## src/rtl/vec_pixel_loader.sv

```systemverilog
// Packs consecutive 8-bit pixels from the input pixel memory into LANES-wide vectors.
// Optional LOADER_PREFETCH_EN adds a second pixel buffer so fetching overlaps consumer backpressure.
module vec_pixel_loader #(
  parameter int WIDTH  = 24,
  parameter int AMOUNT = 90000,
  parameter int PIXEL  = 8,
  parameter int LANES  = 4
) (
  input  logic                   clk,
  input  logic                   rst_n,
  input  logic                   i_start,
  input  logic [WIDTH-1:0]       i_base_addr,
  input  logic [WIDTH-1:0]       i_nvec,
  output logic [WIDTH-1:0]       o_mem_addr,
  input  logic [WIDTH-1:0]       i_mem_rd,
  output logic [LANES*PIXEL-1:0] o_vec_data,
  output logic                   o_vec_valid,
  input  logic                   i_vec_ready,
  output logic                   o_busy,
  output logic                   o_done,
  output logic                   o_err
);

  localparam int               LW        = (LANES > 1) ? $clog2(LANES) : 1;
  localparam int               VW        = LANES * PIXEL;
  localparam logic [WIDTH-1:0] AMT       = WIDTH'(AMOUNT);
  localparam logic [LW-1:0]    LAST_LANE = LW'(LANES - 1);

  typedef enum logic [1:0] {
    S_IDLE,
    S_FETCH,
    S_HOLD,
    S_DONE
  } state_t;

  state_t           r_state;
  logic [WIDTH-1:0] r_addr;
  logic [WIDTH-1:0] r_vleft;
  logic [LW-1:0]    r_lane;
  logic [VW-1:0]    r_vecData;
  logic             r_vecValid;
  logic             r_busy;
  logic             r_done;
  logic             r_err;
  logic [WIDTH-1:0] r_memAddrHold;

  logic             w_oob;
  logic [PIXEL-1:0] w_pixel;
  logic             w_hs;
  logic             w_lastVec;
  logic             w_fetchEn;
  logic             w_unused;

  // Only the low PIXEL bits of the memory word carry the pixel.
  assign w_unused  = |i_mem_rd[WIDTH-1:PIXEL];

  assign w_oob     = (r_addr >= AMT);
  assign w_pixel   = w_oob ? '0 : i_mem_rd[PIXEL-1:0];
  assign w_hs      = r_vecValid && i_vec_ready;
  assign w_lastVec = (r_vleft == WIDTH'(1));

  assign o_mem_addr  = w_fetchEn ? r_addr : r_memAddrHold;
  assign o_vec_data  = r_vecData;
  assign o_vec_valid = r_vecValid;
  assign o_busy      = r_busy;
  assign o_done      = r_done;
  assign o_err       = r_err;

`ifdef LOADER_PREFETCH_EN

  logic [VW-1:0]    r_fill;
  logic             r_fillFull;
  logic [WIDTH-1:0] r_fetchLeft;

  logic [VW-1:0]    w_fillNext;
  logic             w_fillDone;
  logic             w_outFree;
  logic             w_nextValid;

  // Fetch runs in FETCH and HOLD until every requested pixel is read or the spare buffer is full.
  assign w_fetchEn   = ((r_state == S_FETCH) || (r_state == S_HOLD)) &&
                       (r_fetchLeft != '0) && !r_fillFull;
  assign w_fillDone  = w_fetchEn && (r_lane == LAST_LANE);
  assign w_outFree   = !r_vecValid || w_hs;
  assign w_nextValid = (w_fillDone && w_outFree) || (r_fillFull && w_outFree) ||
                       (r_vecValid && !w_hs);

  always_comb begin
    w_fillNext = r_fill;
    w_fillNext[int'(r_lane)*PIXEL +: PIXEL] = w_pixel;
  end

  always_ff @(posedge clk or negedge rst_n) begin
    if (!rst_n) begin
      r_state       <= S_IDLE;
      r_addr        <= '0;
      r_vleft       <= '0;
      r_lane        <= '0;
      r_vecData     <= '0;
      r_vecValid    <= 1'b0;
      r_busy        <= 1'b0;
      r_done        <= 1'b0;
      r_err         <= 1'b0;
      r_memAddrHold <= '0;
      r_fill        <= '0;
      r_fillFull    <= 1'b0;
      r_fetchLeft   <= '0;
    end else begin
      case (r_state)
        S_IDLE: begin
          r_done <= 1'b0;
          if (i_start) begin
            r_addr      <= i_base_addr;
            r_vleft     <= i_nvec;
            r_fetchLeft <= i_nvec;
            r_err       <= 1'b0;
            r_lane      <= '0;
            r_fillFull  <= 1'b0;
            r_busy      <= 1'b1;
            if (i_nvec == '0) begin
              r_state <= S_DONE;
              r_done  <= 1'b1;
            end else begin
              r_state <= S_FETCH;
            end
          end
        end

        S_FETCH, S_HOLD: begin
          if (w_fetchEn) begin
            r_memAddrHold <= r_addr;
            r_fill        <= w_fillNext;
            r_addr        <= r_addr + WIDTH'(1);
            if (w_oob) r_err <= 1'b1;
            if (r_lane == LAST_LANE) begin
              r_lane      <= '0;
              r_fetchLeft <= r_fetchLeft - WIDTH'(1);
            end else begin
              r_lane <= r_lane + LW'(1);
            end
          end

          // A freshly completed vector bypasses the spare buffer when the output slot frees up.
          if (w_fillDone && w_outFree) begin
            r_vecData <= w_fillNext;
          end else if (w_fillDone) begin
            r_fillFull <= 1'b1;
          end else if (r_fillFull && w_outFree) begin
            r_vecData  <= r_fill;
            r_fillFull <= 1'b0;
          end

          if (w_hs) r_vleft <= r_vleft - WIDTH'(1);

          if (w_hs && w_lastVec) begin
            r_state    <= S_DONE;
            r_done     <= 1'b1;
            r_vecValid <= 1'b0;
          end else begin
            r_vecValid <= w_nextValid;
            r_state    <= w_nextValid ? S_HOLD : S_FETCH;
          end
        end

        S_DONE: begin
          r_done  <= 1'b0;
          r_busy  <= 1'b0;
          r_state <= S_IDLE;
        end

        default: r_state <= S_IDLE;
      endcase
    end
  end

`else

  assign w_fetchEn = (r_state == S_FETCH);

  always_ff @(posedge clk or negedge rst_n) begin
    if (!rst_n) begin
      r_state       <= S_IDLE;
      r_addr        <= '0;
      r_vleft       <= '0;
      r_lane        <= '0;
      r_vecData     <= '0;
      r_vecValid    <= 1'b0;
      r_busy        <= 1'b0;
      r_done        <= 1'b0;
      r_err         <= 1'b0;
      r_memAddrHold <= '0;
    end else begin
      case (r_state)
        S_IDLE: begin
          r_done <= 1'b0;
          if (i_start) begin
            r_addr  <= i_base_addr;
            r_vleft <= i_nvec;
            r_err   <= 1'b0;
            r_lane  <= '0;
            r_busy  <= 1'b1;
            if (i_nvec == '0) begin
              r_state <= S_DONE;
              r_done  <= 1'b1;
            end else begin
              r_state <= S_FETCH;
            end
          end
        end

        S_FETCH: begin
          r_memAddrHold <= r_addr;
          r_vecData[int'(r_lane)*PIXEL +: PIXEL] <= w_pixel;
          r_addr <= r_addr + WIDTH'(1);
          if (w_oob) r_err <= 1'b1;
          if (r_lane == LAST_LANE) begin
            r_lane     <= '0;
            r_vecValid <= 1'b1;
            r_state    <= S_HOLD;
          end else begin
            r_lane <= r_lane + LW'(1);
          end
        end

        S_HOLD: begin
          if (w_hs) begin
            r_vecValid <= 1'b0;
            r_vleft    <= r_vleft - WIDTH'(1);
            if (w_lastVec) begin
              r_state <= S_DONE;
              r_done  <= 1'b1;
            end else begin
              r_lane  <= '0;
              r_state <= S_FETCH;
            end
          end
        end

        S_DONE: begin
          r_done  <= 1'b0;
          r_busy  <= 1'b0;
          r_state <= S_IDLE;
        end

        default: r_state <= S_IDLE;
      endcase
    end
  end

`endif

endmodule

```

## config.mk

```make
export PLATFORM = sky130hd
export DESIGN_NAME = vec_pixel_loader
export DESIGN_NICKNAME = d
export VERILOG_FILES = /design/src/rtl/vec_pixel_loader.sv
export SDC_FILE = /design/constraint.sdc
export NUM_CORES = 1
export LEC_CHECK = 0
export CORE_ASPECT_RATIO = 1.5
export CORE_MARGIN = 2
export CORE_UTILIZATION = 40
export CTS_BUF_LIST = sky130_fd_sc_hd__clkbuf_4 sky130_fd_sc_hd__clkbuf_8
export CTS_CLUSTER_SIZE = 30
export DETAILED_ROUTE_END_ITERATION = 16
export GPL_TIMING_DRIVEN = 1
export PLACE_DENSITY_LB_ADDON = 0.25
export SYNTH_ARGS = -nofsm -noshare
export SYNTH_HDL_FRONTEND = slang
export SYNTH_SLANG_ARGS = --single-unit
```

## constraint.sdc

```tcl
create_clock -name clk -period 7.49 [get_ports clk]
set_clock_uncertainty 0.15 [all_clocks]
set_input_delay 1.1235 -clock clk [delete_from_list [all_inputs] [get_ports clk]]
set_output_delay 1.1235 -clock clk [all_outputs]
set_load 0.005 [all_outputs]
```

==> results.cfg <==
[clock_tree]
clk_latency_ps = 380
clk_pin_slew_ps = 110
hold_buffers = 0
clk_path_buf_depth = 2
cts_buffers = 9
cts_resized = 0
cts_setup_buffers = 0
cts-htree-levels = 3
cts_num_sinks = 112
cts_tree = yes
cts-root-buf = clkbuf_8

[timing]
relSlewSlack_pct = 11.92
fmax_ghz = 0.2494
grt_setup_unrepaired = false
worst_pin_slew_ps = 1309
finalMaxSlewViolations = 0
setup_viol = 0
holdWs_ps = 360.6
fin_crit_ps = 4010
setup_tns_ps = 0
final.period_utilization_pct = 53.53
fin_ws_ps = 3480
hold_viol = 0

[final_layout]
final_nets = 787
drive_gt1_share_pct = 7.397
layout_common_cells = clkdlybuf4s50_1 (118), dfrtp_1 (112), nand2_1 (41), a21oi_1 (41), o21ai_0 (36)
diodes = 0
final_core_util_pct = 51.12
final_common_cell = clkdlybuf4s50_1
fin_area_mm2 = 0.007391
area_growth_pct = 26.11

[setup_path]
cpMaxStageDelayCell = ha_4
rr_endpoint = o_vec_data[2]
path_cells = inv_1 > ha_4 > nand2_1 > o21ai_0 > clkdlybuf4s50_1
rr_worst_depth = 5
reg2reg_from = r_state[1]
cp-end-kind = output pin
crit_fanout = 95
cp_slowest_stage_delay_ps = 820
critPathBufInv = 2
arrival_ps = 2740
cp.required_ps = 6220
worstSetupPathType = flop to output pin
startpoint = r_state[1]
setup.worst_path.end = o_mem_addr[20]
critPathLaunchType = flop
crit_family = adder cells
r2r_slack_ps = 4070
cp.depth = 5

[drt]
avgRoutedWirePerCell_um = 17.59
dr.pass1.iters = 4
drtAntennaViolNets = 0
wl_um = 15810
drc = 0
dr_total_vias = 5262
vias_per_cell = 5.853
drt_iter0_markers = 268

[synth]
ys_async_sr_fraction_pct = 100.0
avgSynthCellArea_um2 = 9.687
synth-main-ff-cell = dfrtp_1
synth-seq-cells = 112
synth_compound_area_share_pct = 21.37
syn_area_mm2 = 0.005861
synthMuxAreaShare_pct = 6.383
ys_seq_area_share_pct = 47.82
ys_types = 50
synthCells = 605
synth_top_family_by_area = compound AO/OA/AOI/OAI gates
yosys.area_share.adder_pct = 2.775
synth_edf_count = 0
yosysWarnings = 0
synthXorXnorAreaFrac_pct = 0
yosys.area_share.simple_pct = 17.42
syn_nets = 694

[worst_hold_path]
hp-class = flop to flop

[placement]
io_buffer_count = 119
gp_congestion = 0.8882
dpl.hpwl_um = 11340
dpl_cell_area_mm2 = 0.007179
dpl_worst_slack_ps = 3314

[power]
p_per_area_mw_per_mm2 = 424.7
leakage_uw = 0.002926
peakVddDrop_mv = 0.1885

[floorplanning]
fp.dieH_um = 152.2
ios = 136
die-area_mm2 = 0.01566
die_w_um = 102.8
core_mm2 = 0.01446
rows = 54
start_util_pct = 40.53

[global_routing]
grt.total_usage_pct = 20.43
grt_max_degree = 96
grt_pass1_vias = 5139
antenna_found_initial = 0
grt_pass1_wl_um = 25760
grt-ovfl-total = 0

[run]
cap_violations = 0

[status]
status = completed
-- worst register-to-register path, cell delays in order (launching register included) --
cell	delay, ps
dfrtp_1	430
inv_1	170
ha_4	820
nand2_1	450
nor4_1	1100
a22o_1	260
-- per-stage QoR --
step / cells / power, µW
finish: 899 / 3139
global route: 899 / 3391
CTS: 899 / 3156
detailed placement: 883 / 2764
global placement: 883 / 2700
floorplan: 605 / 2101
-- synth_stat cells, drive strengths merged (3+ instances only) --
cell type  number  share of area, %
dfrtp         112                48
a21oi          42               3.6
nand2          41               2.6
clkbuf         36               2.3
o21ai          36               3.1
a22o           33               4.9
nand3          29               2.5
o22ai          29               3.1
nor2           26               1.7
inv            23               1.5
mux2           19               3.7
nor4           19               2.0
mux2i          16               2.7
nor3           16               1.4
ha             13               2.8
nand4          13               1.4
and3           11               1.2
nor2b           9              0.96
or3             7              0.75
nand2b          6              0.64
or4             6              0.77
a2bb2oi         5              0.75
buf             5              0.41
o31ai           5              0.64
a31oi           4              0.43
and4            4              0.60
o221a           4              0.77
or2             4              0.43
a211oi          3              0.38
a221oi          3              0.45
a311oi          3              0.45
o211ai          3              0.38
-- cells by family (layout without fill, tap and decap cells) --
logic type,after synthesis,after routing
flops,112,112
fa+ha+maj,13,13
buf+inv,64,162
simple gates,195,195
mux,35,35
compound gates,186,186
-- per-layer routing --
metal	part of all wire [%]	wire length, µm	global-route usage (%)
met5	0	0	0
met4	3.0	477	8.083
met3	4.5	704	2.982
met2	53	8310	35.48
met1	40	6321	25.01
-- flip-flops by register name, indices dropped and copies added (netlist names), 2 cells and up --
name / count
r_memAddrHold: 24
r_vleft: 24
r_state: 2
o_vec_data: 32
r_lane: 2
r_addr: 24
-- report_power, final --
| part | switching, µW | internal, µW |
|---|---|---|
| clock | 228 | 162 |
| combinational | 781 | 797 |
| sequential | 284 | 887 |
| total | 1290 | 1850 |
-- layout make-up --
cell class	instances	area (µm²)
fillers	1358	7068
multi-input cells	429	2826
flip-flops and latches	112	2803
repair buffers	123	1219
well taps	196	245.2
clock buffers	9	123.9
clock inverters	7	87.58
inverters	23	86.33
-- worst min path at each step --
stage                            startpoint                 to  slack [ps]  depth (start not counted)
after floorplan           r_memAddrHold[10]  r_memAddrHold[10]         340                          1
after global placement    r_memAddrHold[21]  r_memAddrHold[21]         330                          1
after detailed placement  r_memAddrHold[21]  r_memAddrHold[21]         340                          1
after CTS                 r_memAddrHold[14]  r_memAddrHold[14]         360                          1
after global routing       r_memAddrHold[1]   r_memAddrHold[1]         380                          1
final                     r_memAddrHold[14]  r_memAddrHold[14]         360                          1
Power figures use the tool's default switching activity.
